`src/rtl/alu_pipe.sv`:
```
`default_nettype none
// +----------------------------------------------------------------------------+
// | Module  : alu_pipe                                                         |
// | Purpose : Registered WIDTH-bit ALU with valid/ready handshakes, status     |
// |           flags, a stored carry for ADC and an iterative shift-add         |
// |           multiplier that occupies the block for WIDTH cycles.             |
// | Rev     : 1.0 - initial release                                            |
// +----------------------------------------------------------------------------+
module alu_pipe #(
  parameter int WIDTH  = 4,
  parameter int MUL_EN = 1
) (
  input  logic             clock,
  input  logic             reset,
  input  logic             in_valid,
  output logic             in_ready,
  input  logic [WIDTH-1:0] data_a,
  input  logic [WIDTH-1:0] data_b,
  input  logic [3:0]       alu_sel,
  output logic             out_valid,
  input  logic             out_ready,
  output logic [WIDTH-1:0] alu_out,
  output logic [WIDTH-1:0] alu_out_hi,
  output logic             carry_flag,
  output logic             zero_flag,
  output logic             neg_flag,
  output logic             ovf_flag,
  output logic             illegal_flag
);

  localparam logic [3:0] c_op_add = 4'h0;
  localparam logic [3:0] c_op_sub = 4'h1;
  localparam logic [3:0] c_op_and = 4'h2;
  localparam logic [3:0] c_op_or  = 4'h3;
  localparam logic [3:0] c_op_xor = 4'h4;
  localparam logic [3:0] c_op_not = 4'h5;
  localparam logic [3:0] c_op_shl = 4'h6;
  localparam logic [3:0] c_op_shr = 4'h7;
  localparam logic [3:0] c_op_rol = 4'h8;
  localparam logic [3:0] c_op_ror = 4'h9;
  localparam logic [3:0] c_op_adc = 4'hA;
  localparam logic [3:0] c_op_cmp = 4'hB;
  localparam logic [3:0] c_op_mul = 4'hC;

  // Counter must hold the value WIDTH itself (steps remaining at start).
  localparam int c_cnt_w = $clog2(WIDTH + 1);

  typedef enum logic [0:0] {
    ST_IDLE = 1'b0,
    ST_BUSY = 1'b1
  } state_t;

  state_t               state_q, state_d;
  logic                 out_valid_q, out_valid_d;
  logic [WIDTH-1:0]     alu_out_q, alu_out_d;
  logic [WIDTH-1:0]     alu_hi_q, alu_hi_d;
  logic                 carry_q, carry_d;
  logic                 zero_q, zero_d;
  logic                 neg_q, neg_d;
  logic                 ovf_q, ovf_d;
  logic                 ill_q, ill_d;
  logic                 cst_q, cst_d;
  logic [WIDTH-1:0]     mcand_q, mcand_d;
  logic [2*WIDTH-1:0]   prod_q, prod_d;
  logic [c_cnt_w-1:0]   cnt_q, cnt_d;

  logic [WIDTH:0]       w_add;
  logic [WIDTH:0]       w_adc;
  logic [WIDTH:0]       w_sub;
  logic [WIDTH-1:0]     w_res;
  logic                 w_cy;
  logic                 w_ov;
  logic                 w_ill;
  logic                 w_is_mul;
  logic                 w_accept;
  logic [WIDTH:0]       w_mul_sum;
  logic [2*WIDTH-1:0]   w_prod_next;

  // Extended-width arithmetic so the top bit is the carry/borrow.
  assign w_add = {1'b0, data_a} + {1'b0, data_b};
  assign w_adc = w_add + {{WIDTH{1'b0}}, cst_q};
  assign w_sub = {1'b0, data_a} - {1'b0, data_b};

  assign w_is_mul = (MUL_EN != 0) && (alu_sel == c_op_mul);

  // Reset input gates in_ready so nothing is taken while reset is held.
  assign in_ready = reset && (state_q == ST_IDLE) && (!out_valid_q || out_ready);
  assign w_accept = in_valid && in_ready;

  // One shift-add step: low half holds the remaining multiplier bits,
  // high half accumulates; the pair shifts right every step.
  assign w_mul_sum   = {1'b0, prod_q[2*WIDTH-1:WIDTH]} +
                       (prod_q[0] ? {1'b0, mcand_q} : {(WIDTH+1){1'b0}});
  assign w_prod_next = {w_mul_sum, prod_q[WIDTH-1:1]};

  // Single-cycle op decode: result, carry, overflow and illegal detection.
  always_comb begin
    w_res = '0;
    w_cy  = 1'b0;
    w_ov  = 1'b0;
    w_ill = 1'b0;
    case (alu_sel)
      c_op_add: begin
        w_res = w_add[WIDTH-1:0];
        w_cy  = w_add[WIDTH];
        w_ov  = (data_a[WIDTH-1] == data_b[WIDTH-1]) && (w_add[WIDTH-1] != data_a[WIDTH-1]);
      end
      c_op_sub: begin
        w_res = w_sub[WIDTH-1:0];
        w_cy  = w_sub[WIDTH];
        w_ov  = (data_a[WIDTH-1] != data_b[WIDTH-1]) && (w_sub[WIDTH-1] != data_a[WIDTH-1]);
      end
      c_op_and: w_res = data_a & data_b;
      c_op_or:  w_res = data_a | data_b;
      c_op_xor: w_res = data_a ^ data_b;
      c_op_not: w_res = ~data_a;
      c_op_shl: begin
        w_res = {data_a[WIDTH-2:0], 1'b0};
        w_cy  = data_a[WIDTH-1];
      end
      c_op_shr: begin
        w_res = {1'b0, data_a[WIDTH-1:1]};
        w_cy  = data_a[0];
      end
      c_op_rol: w_res = {data_a[WIDTH-2:0], data_a[WIDTH-1]};
      c_op_ror: w_res = {data_a[0], data_a[WIDTH-1:1]};
      c_op_adc: begin
        w_res = w_adc[WIDTH-1:0];
        w_cy  = w_adc[WIDTH];
        w_ov  = (data_a[WIDTH-1] == data_b[WIDTH-1]) && (w_adc[WIDTH-1] != data_a[WIDTH-1]);
      end
      c_op_cmp: w_res = {{(WIDTH-1){1'b0}}, (data_a < data_b)};
      c_op_mul: w_ill = (MUL_EN == 0);
      default:  w_ill = 1'b1;
    endcase
  end

  // Next-state: accept/pop handshake, multiplier iteration, result load.
  always_comb begin
    state_d     = state_q;
    out_valid_d = out_valid_q;
    alu_out_d   = alu_out_q;
    alu_hi_d    = alu_hi_q;
    carry_d     = carry_q;
    zero_d      = zero_q;
    neg_d       = neg_q;
    ovf_d       = ovf_q;
    ill_d       = ill_q;
    cst_d       = cst_q;
    mcand_d     = mcand_q;
    prod_d      = prod_q;
    cnt_d       = cnt_q;
    case (state_q)
      ST_IDLE: begin
        if (w_accept) begin
          if (w_is_mul) begin
            // Any previous result is being popped this edge (or none held).
            state_d     = ST_BUSY;
            out_valid_d = 1'b0;
            mcand_d     = data_a;
            prod_d      = {{WIDTH{1'b0}}, data_b};
            cnt_d       = c_cnt_w'(WIDTH);
          end else begin
            out_valid_d = 1'b1;
            alu_out_d   = w_res;
            alu_hi_d    = '0;
            carry_d     = w_cy;
            zero_d      = !w_ill && (w_res == '0);
            neg_d       = !w_ill && w_res[WIDTH-1];
            ovf_d       = w_ov;
            ill_d       = w_ill;
            cst_d       = w_cy;
          end
        end else if (out_valid_q && out_ready) begin
          out_valid_d = 1'b0;
        end
      end
      ST_BUSY: begin
        prod_d = w_prod_next;
        cnt_d  = cnt_q - c_cnt_w'(1);
        if (cnt_q == c_cnt_w'(1)) begin
          state_d     = ST_IDLE;
          out_valid_d = 1'b1;
          alu_out_d   = w_prod_next[WIDTH-1:0];
          alu_hi_d    = w_prod_next[2*WIDTH-1:WIDTH];
          carry_d     = 1'b0;
          zero_d      = (w_prod_next == '0);
          neg_d       = w_prod_next[2*WIDTH-1];
          ovf_d       = 1'b0;
          ill_d       = 1'b0;
          cst_d       = 1'b0;
        end
      end
      default: state_d = ST_IDLE;
    endcase
  end

  // State and output registers; asynchronous clear aborts any multiply.
  always_ff @(posedge clock or negedge reset) begin
    if (!reset) begin
      state_q     <= ST_IDLE;
      out_valid_q <= 1'b0;
      alu_out_q   <= '0;
      alu_hi_q    <= '0;
      carry_q     <= 1'b0;
      zero_q      <= 1'b0;
      neg_q       <= 1'b0;
      ovf_q       <= 1'b0;
      ill_q       <= 1'b0;
      cst_q       <= 1'b0;
      mcand_q     <= '0;
      prod_q      <= '0;
      cnt_q       <= '0;
    end else begin
      state_q     <= state_d;
      out_valid_q <= out_valid_d;
      alu_out_q   <= alu_out_d;
      alu_hi_q    <= alu_hi_d;
      carry_q     <= carry_d;
      zero_q      <= zero_d;
      neg_q       <= neg_d;
      ovf_q       <= ovf_d;
      ill_q       <= ill_d;
      cst_q       <= cst_d;
      mcand_q     <= mcand_d;
      prod_q      <= prod_d;
      cnt_q       <= cnt_d;
    end
  end

  assign out_valid    = out_valid_q;
  assign alu_out      = alu_out_q;
  assign alu_out_hi   = alu_hi_q;
  assign carry_flag   = carry_q;
  assign zero_flag    = zero_q;
  assign neg_flag     = neg_q;
  assign ovf_flag     = ovf_q;
  assign illegal_flag = ill_q;

endmodule
`default_nettype wire

```
`config.mk`:
```
export PLATFORM = sky130hd
export DESIGN_NAME = alu_pipe
export DESIGN_NICKNAME = d
export VERILOG_FILES = /design/src/rtl/alu_pipe.sv
export SDC_FILE = /design/constraint.sdc
export NUM_CORES = 1
export LEC_CHECK = 0
export ABC_AREA = 1
export CELL_PAD_IN_SITES_DETAIL_PLACEMENT = 1
export CELL_PAD_IN_SITES_GLOBAL_PLACEMENT = 1
export CORE_MARGIN = 4
export CORE_UTILIZATION = 30
export DETAILED_ROUTE_END_ITERATION = 6
export DONT_BUFFER_PORTS = 1
export PLACE_DENSITY_LB_ADDON = 0.12
export SLEW_MARGIN = 20
export SYNTH_ARGS = -nofsm -noshare
export SYNTH_HDL_FRONTEND = slang
export SYNTH_SLANG_ARGS = --single-unit
```
`constraint.sdc`:
```
create_clock -name clock -period 4.8 [get_ports clock]
set_input_delay 0.48 -clock clock [delete_from_list [all_inputs] [get_ports clock]]
set_output_delay 0.48 -clock clock [all_outputs]
set_load 0.01 [all_outputs]
```
==> impl_results.html <==
<table>
<tr><th>Metric</th><th>Value</th></tr>
<tr><th colspan="2">Outcome</th></tr>
<tr><td>Outcome</td><td>complete, no violations</td></tr>
<tr><th colspan="2">Logic synthesis</th></tr>
<tr><td>Simple-Gate Fraction of Synth Area</td><td>0.341</td></tr>
<tr><td>Number of enable flip-flop cells after synthesis</td><td>0</td></tr>
<tr><td>Cell variety after synth</td><td>36</td></tr>
<tr><td>Most frequently used cell type in the post-synthesis netlist</td><td>sky130_fd_sc_hd__nand2_1</td></tr>
<tr><td>Synthesized instance count</td><td>346</td></tr>
<tr><td>Post-Synth Adder-Cell Area</td><td>0.127</td></tr>
<tr><td>FFs w/ async S/R, synth</td><td>1.00</td></tr>
<tr><td>Number of synthesis warnings</td><td>0</td></tr>
<tr><td>Combinational family with the most area after synthesis</td><td>simple AND/OR/NAND/NOR gates</td></tr>
<tr><td>Flops &amp; latches, synth</td><td>30</td></tr>
<tr><td>Dominant register cell in the synthesized netlist</td><td>sky130_fd_sc_hd__dfrtp_1</td></tr>
<tr><td>Fraction of the mapped netlist area in compound gates</td><td>0.112</td></tr>
<tr><td>Proportion of synthesized area in mux cells</td><td>0</td></tr>
<tr><td>Share of Yosys cell area claimed by the top area cell type</td><td>0.308</td></tr>
<tr><td>XOR/XNOR Fraction of Synth Area</td><td>0.0108</td></tr>
<tr><td>Area contributors post-synth</td><td>sky130_fd_sc_hd__dfrtp_1, sky130_fd_sc_hd__nand2_1, sky130_fd_sc_hd__ha_1</td></tr>
<tr><td>Area of the mapped netlist</td><td>2440 um2</td></tr>
<tr><td>Net count after synthesis</td><td>385</td></tr>
<tr><td>Mapped Avg Cell Area</td><td>7.04 um2</td></tr>
<tr><td>Fraction of the yosys area taken by sequential cells</td><td>0.308</td></tr>
<tr><td>Synth top cells by count</td><td>sky130_fd_sc_hd__nand2_1, sky130_fd_sc_hd__nand3_1, sky130_fd_sc_hd__inv_1</td></tr>
<tr><td>Cell accounting for the most synthesized area</td><td>sky130_fd_sc_hd__dfrtp_1</td></tr>
<tr><th colspan="2">Worst setup path</th></tr>
<tr><td>Data required, critical path</td><td>5010 ps</td></tr>
<tr><td>Critical Path End Type</td><td>register</td></tr>
<tr><td>Number of buffer and inverter stages on the critical path</td><td>1</td></tr>
<tr><td>Largest incremental delay on the critical path</td><td>720 ps</td></tr>
<tr><td>Critical path startpoint category</td><td>register</td></tr>
<tr><td>Arrival time reported for the critical path endpoint</td><td>2480 ps</td></tr>
<tr><td>Cell with the largest stage delay on the worst path</td><td>sky130_fd_sc_hd__dfrtp_1</td></tr>
<tr><td>Most frequent CP cell</td><td>sky130_fd_sc_hd__nor2_1</td></tr>
<tr><td>Worst path cell trace</td><td>inv_1 &gt; or2_1 &gt; nor4_1 &gt; nand3_1 &gt; nor2_1 &gt; nor2_1 &gt; a21oi_1</td></tr>
<tr><td>Gate family responsible for the most delay along the worst path</td><td>simple AND/OR/NAND/NOR gates</td></tr>
<tr><td>Largest fanout on the critical path</td><td>15</td></tr>
<tr><td>CP Class</td><td>register to register</td></tr>
<tr><th colspan="2">Route</th></tr>
<tr><td>DRT Pass-1 Iters</td><td>4</td></tr>
<tr><td>Violation count after the first detailed-routing iteration</td><td>95</td></tr>
<tr><td>Overall via count from detail_route</td><td>2,312</td></tr>
<tr><td>Average routed wire per standard cell</td><td>18.0 um</td></tr>
<tr><td>Via density per instance</td><td>5.16</td></tr>
<tr><td>ANT nets after route</td><td>0</td></tr>
<tr><td>Total wire length</td><td>8.07 mm</td></tr>
<tr><td>Count of unresolved DRC violations after routing</td><td>0</td></tr>
<tr><th colspan="2">CTS</th></tr>
<tr><td>CTS Buffer Depth</td><td>2</td></tr>
<tr><td>Number of buffers created by CTS</td><td>5</td></tr>
<tr><td>CTS HTree Levels</td><td>2</td></tr>
<tr><td>Clock tree from TritonCTS</td><td>yes</td></tr>
<tr><td>Clock input transition at the sequential cells of the worst setup and hold paths</td><td>70 ps</td></tr>
<tr><td>Total setup buffers inserted after CTS</td><td>0</td></tr>
<tr><td>Clock sinks</td><td>30</td></tr>
<tr><td>Clock latency at the later pin of the worst-skew pair</td><td>290 ps</td></tr>
<tr><td>Clk Tree Root Cell</td><td>sky130_fd_sc_hd__clkbuf_8</td></tr>
<tr><td>Post-cts gate resize count</td><td>0</td></tr>
<tr><td>Hold bufs inserted after CTS</td><td>1</td></tr>
<tr><th colspan="2">Timing</th></tr>
<tr><td>Min Clock Period, post-route</td><td>2270 ps</td></tr>
<tr><td>Post-Route Setup TNS</td><td>0 ps</td></tr>
<tr><td>Max-slew violations</td><td>0</td></tr>
<tr><td>Worst rel slew slack</td><td>0.374</td></tr>
<tr><td>Total setup violations reported at the end of the flow</td><td>0</td></tr>
<tr><td>Fraction of the cycle the final worst path needs</td><td>0.473</td></tr>
<tr><td>Slew of the pin with the lowest slew margin</td><td>935 ps</td></tr>
<tr><td>Clk_skew</td><td>7.22 ps</td></tr>
<tr><td>Peak clock frequency supported by timing</td><td>0.441 GHz</td></tr>
<tr><td>Unrepaired setup endpoints after global routing</td><td>false</td></tr>
<tr><td>Total count of hold-check failures in the final report</td><td>0</td></tr>
<tr><th colspan="2">Cells and area</th></tr>
<tr><td>Seq. cell area</td><td>751 um2</td></tr>
<tr><td>Area taken by multi-input logic gates</td><td>1440 um2</td></tr>
<tr><td>Diodes inserted</td><td>0</td></tr>
<tr><td>Fin nets</td><td>384</td></tr>
<tr><td>Number of filler cells placed in the layout</td><td>1,015</td></tr>
<tr><td>Synth-to-Final Area Change</td><td>6.52%</td></tr>
<tr><td>Share of cells above drive strength 1</td><td>0.0578</td></tr>
<tr><th colspan="2">Global route</th></tr>
<tr><td>Global-route wire length before repair</td><td>13.3 mm</td></tr>
<tr><td>Global Route met2 Usage</td><td>0.273</td></tr>
<tr><td>GR met3 Demand/Resource</td><td>0.0493</td></tr>
<tr><td>Total congestion overflow</td><td>0</td></tr>
<tr><td>Met1 GRT Util</td><td>0.252</td></tr>
<tr><td>Maximum number of pins on one net before global-route repair</td><td>31</td></tr>
<tr><td>Global-route total usage across every layer</td><td>0.175</td></tr>
<tr><td>Number of global-route vias before repair</td><td>2,411</td></tr>
<tr><td>Antenna violations before repair</td><td>0</td></tr>
<tr><td>Most congested layer reported by global routing</td><td>met2</td></tr>
<tr><th colspan="2">Placement</th></tr>
<tr><td>IO Port Bufs</td><td>0</td></tr>
<tr><td>Post-DP HPWL</td><td>6.25 mm</td></tr>
<tr><td>Final weighted congestion in routability-driven placement</td><td>0.905</td></tr>
<tr><th colspan="2">Pwr</th></tr>
<tr><td>VDD IR-drop max</td><td>0.179 mV</td></tr>
<tr><td>Power per Cell Area</td><td>385 nW/um2</td></tr>
<tr><td>Pleak</td><td>1.35 nW</td></tr>
<tr><td>Post-route total power</td><td>0.000999 W</td></tr>
<tr><th colspan="2">Hold path</th></tr>
<tr><td>Tightest Hold Check Type</td><td>input port to asynchronous set/reset pin</td></tr>
<tr><th colspan="2">Floorplan</th></tr>
<tr><td>Number of placement rows</td><td>32</td></tr>
<tr><td>Area of the placeable core</td><td>7810 um2</td></tr>
<tr><td>Width of the die</td><td>98.1 um</td></tr>
<tr><td>Num ports</td><td>31</td></tr>
<tr><td>Initial Utilization</td><td>0.312</td></tr>
<tr><td>Die outline area</td><td>9630 um2</td></tr>
<tr><td>Height of the die</td><td>98.1 um</td></tr>
<tr><th colspan="2">Run</th></tr>
<tr><td>Max Cap Viol</td><td>0</td></tr>
</table>
==> worst paths after layout <==
path / cells past startpoint / slack, ps / end / from
max in group asynchronous: 1 / 4610 / illegal_flag / reset
worst max register to register: 7 / 2530 / zero_flag / state_q
worst min-delay path: 1 / 10 / mcand_q[2] / reset
min in group clock: 2 / 390 / mcand_q[2] / data_a[2]
worst min register to register: 2 / 490 / prod_q[7] / prod_q[7]
worst max-delay path: 7 / 2530 / zero_flag / state_q
==> area by class of cell <==
class / count / share of cell area
Clock buffer: 7 / 0.0333
Clock inverter: 1 / 0.00193
Inverter: 44 / 0.0636
Multi-Input combinational cell: 263 / 0.555
Sequential cell: 30 / 0.289
Tap cell: 102 / 0.0492
Timing Repair Buffer: 1 / 0.00771
==> report_power, final <==
| part | internal [W] | switching [W] | total, W |
|---|---|---|---|
| Sequential | 0.000337 | 0.0000929 | 0.000429 |
| Clock | 0.000116 | 0.0000980 | 0.000214 |
| Combinational | 0.000125 | 0.000231 | 0.000356 |
==> per-layer routing <==
| metal | share of wire | vias to the layer above |
|---|---|---|
| li1 | - | 1126 |
| met1 | 0.49 | 1125 |
| met2 | 0.44 | 56 |
| met3 | 0.068 | 5 |
| met4 | 0.0033 | 0 |
| met5 | 0 | - |
==> per-stage QoR <==
step | hold slack [ps] | util | area [um2] | cells | setup WS [ps]
floorplan | 184 | - | 2440 | 346 | 2680
global placement | 185 | 0.318 | 2480 | 439 | 2440
detailed placement | 186 | 0.318 | 2480 | 439 | 2430
CTS | 18.4 | 0.333 | 2600 | 448 | 2520
global route | 12.4 | 0.333 | 2600 | 448 | 2270
finish | 13.9 | 0.333 | 2600 | 448 | 2530
==> cell usage in the layout, fill, tap and decap left out, drive strengths merged <==
cell type	count
nand2	93
nand3	44
inv	43
nor2	41
dfrtp	30
o21ai	22
ha	20
a21oi	14
clkbuf	7
nand4	5
xor2	3
nand3b	3
nor3	3
fa	3
o221ai	2
o31ai	2
clkinv	2
or2	1
a211oi	1
nor4	1
a22o	1
o311ai	1
o211ai	1
a31oi	1
o22ai	1
buf	1
==> cell families after synthesis <==
group | after synthesis
xor gates and xnor gates | 3
buffers and inverters | 53
and+or+nand+nor | 191
adders and majority gates | 23
AOI/OAI and AO/OA | 46
DFF | 30
==> state kept, by name, indices dropped and copies added, names as in the netlist <==
register	flops
prod_q	8
alu_out	4
alu_out_hi	4
mcand_q	4
cnt_q	3
cst_q	1
illegal_flag	1
neg_flag	1
out_valid	1
ovf_flag	1
state_q	1
zero_flag	1
Power figures use the tool's default switching activity.
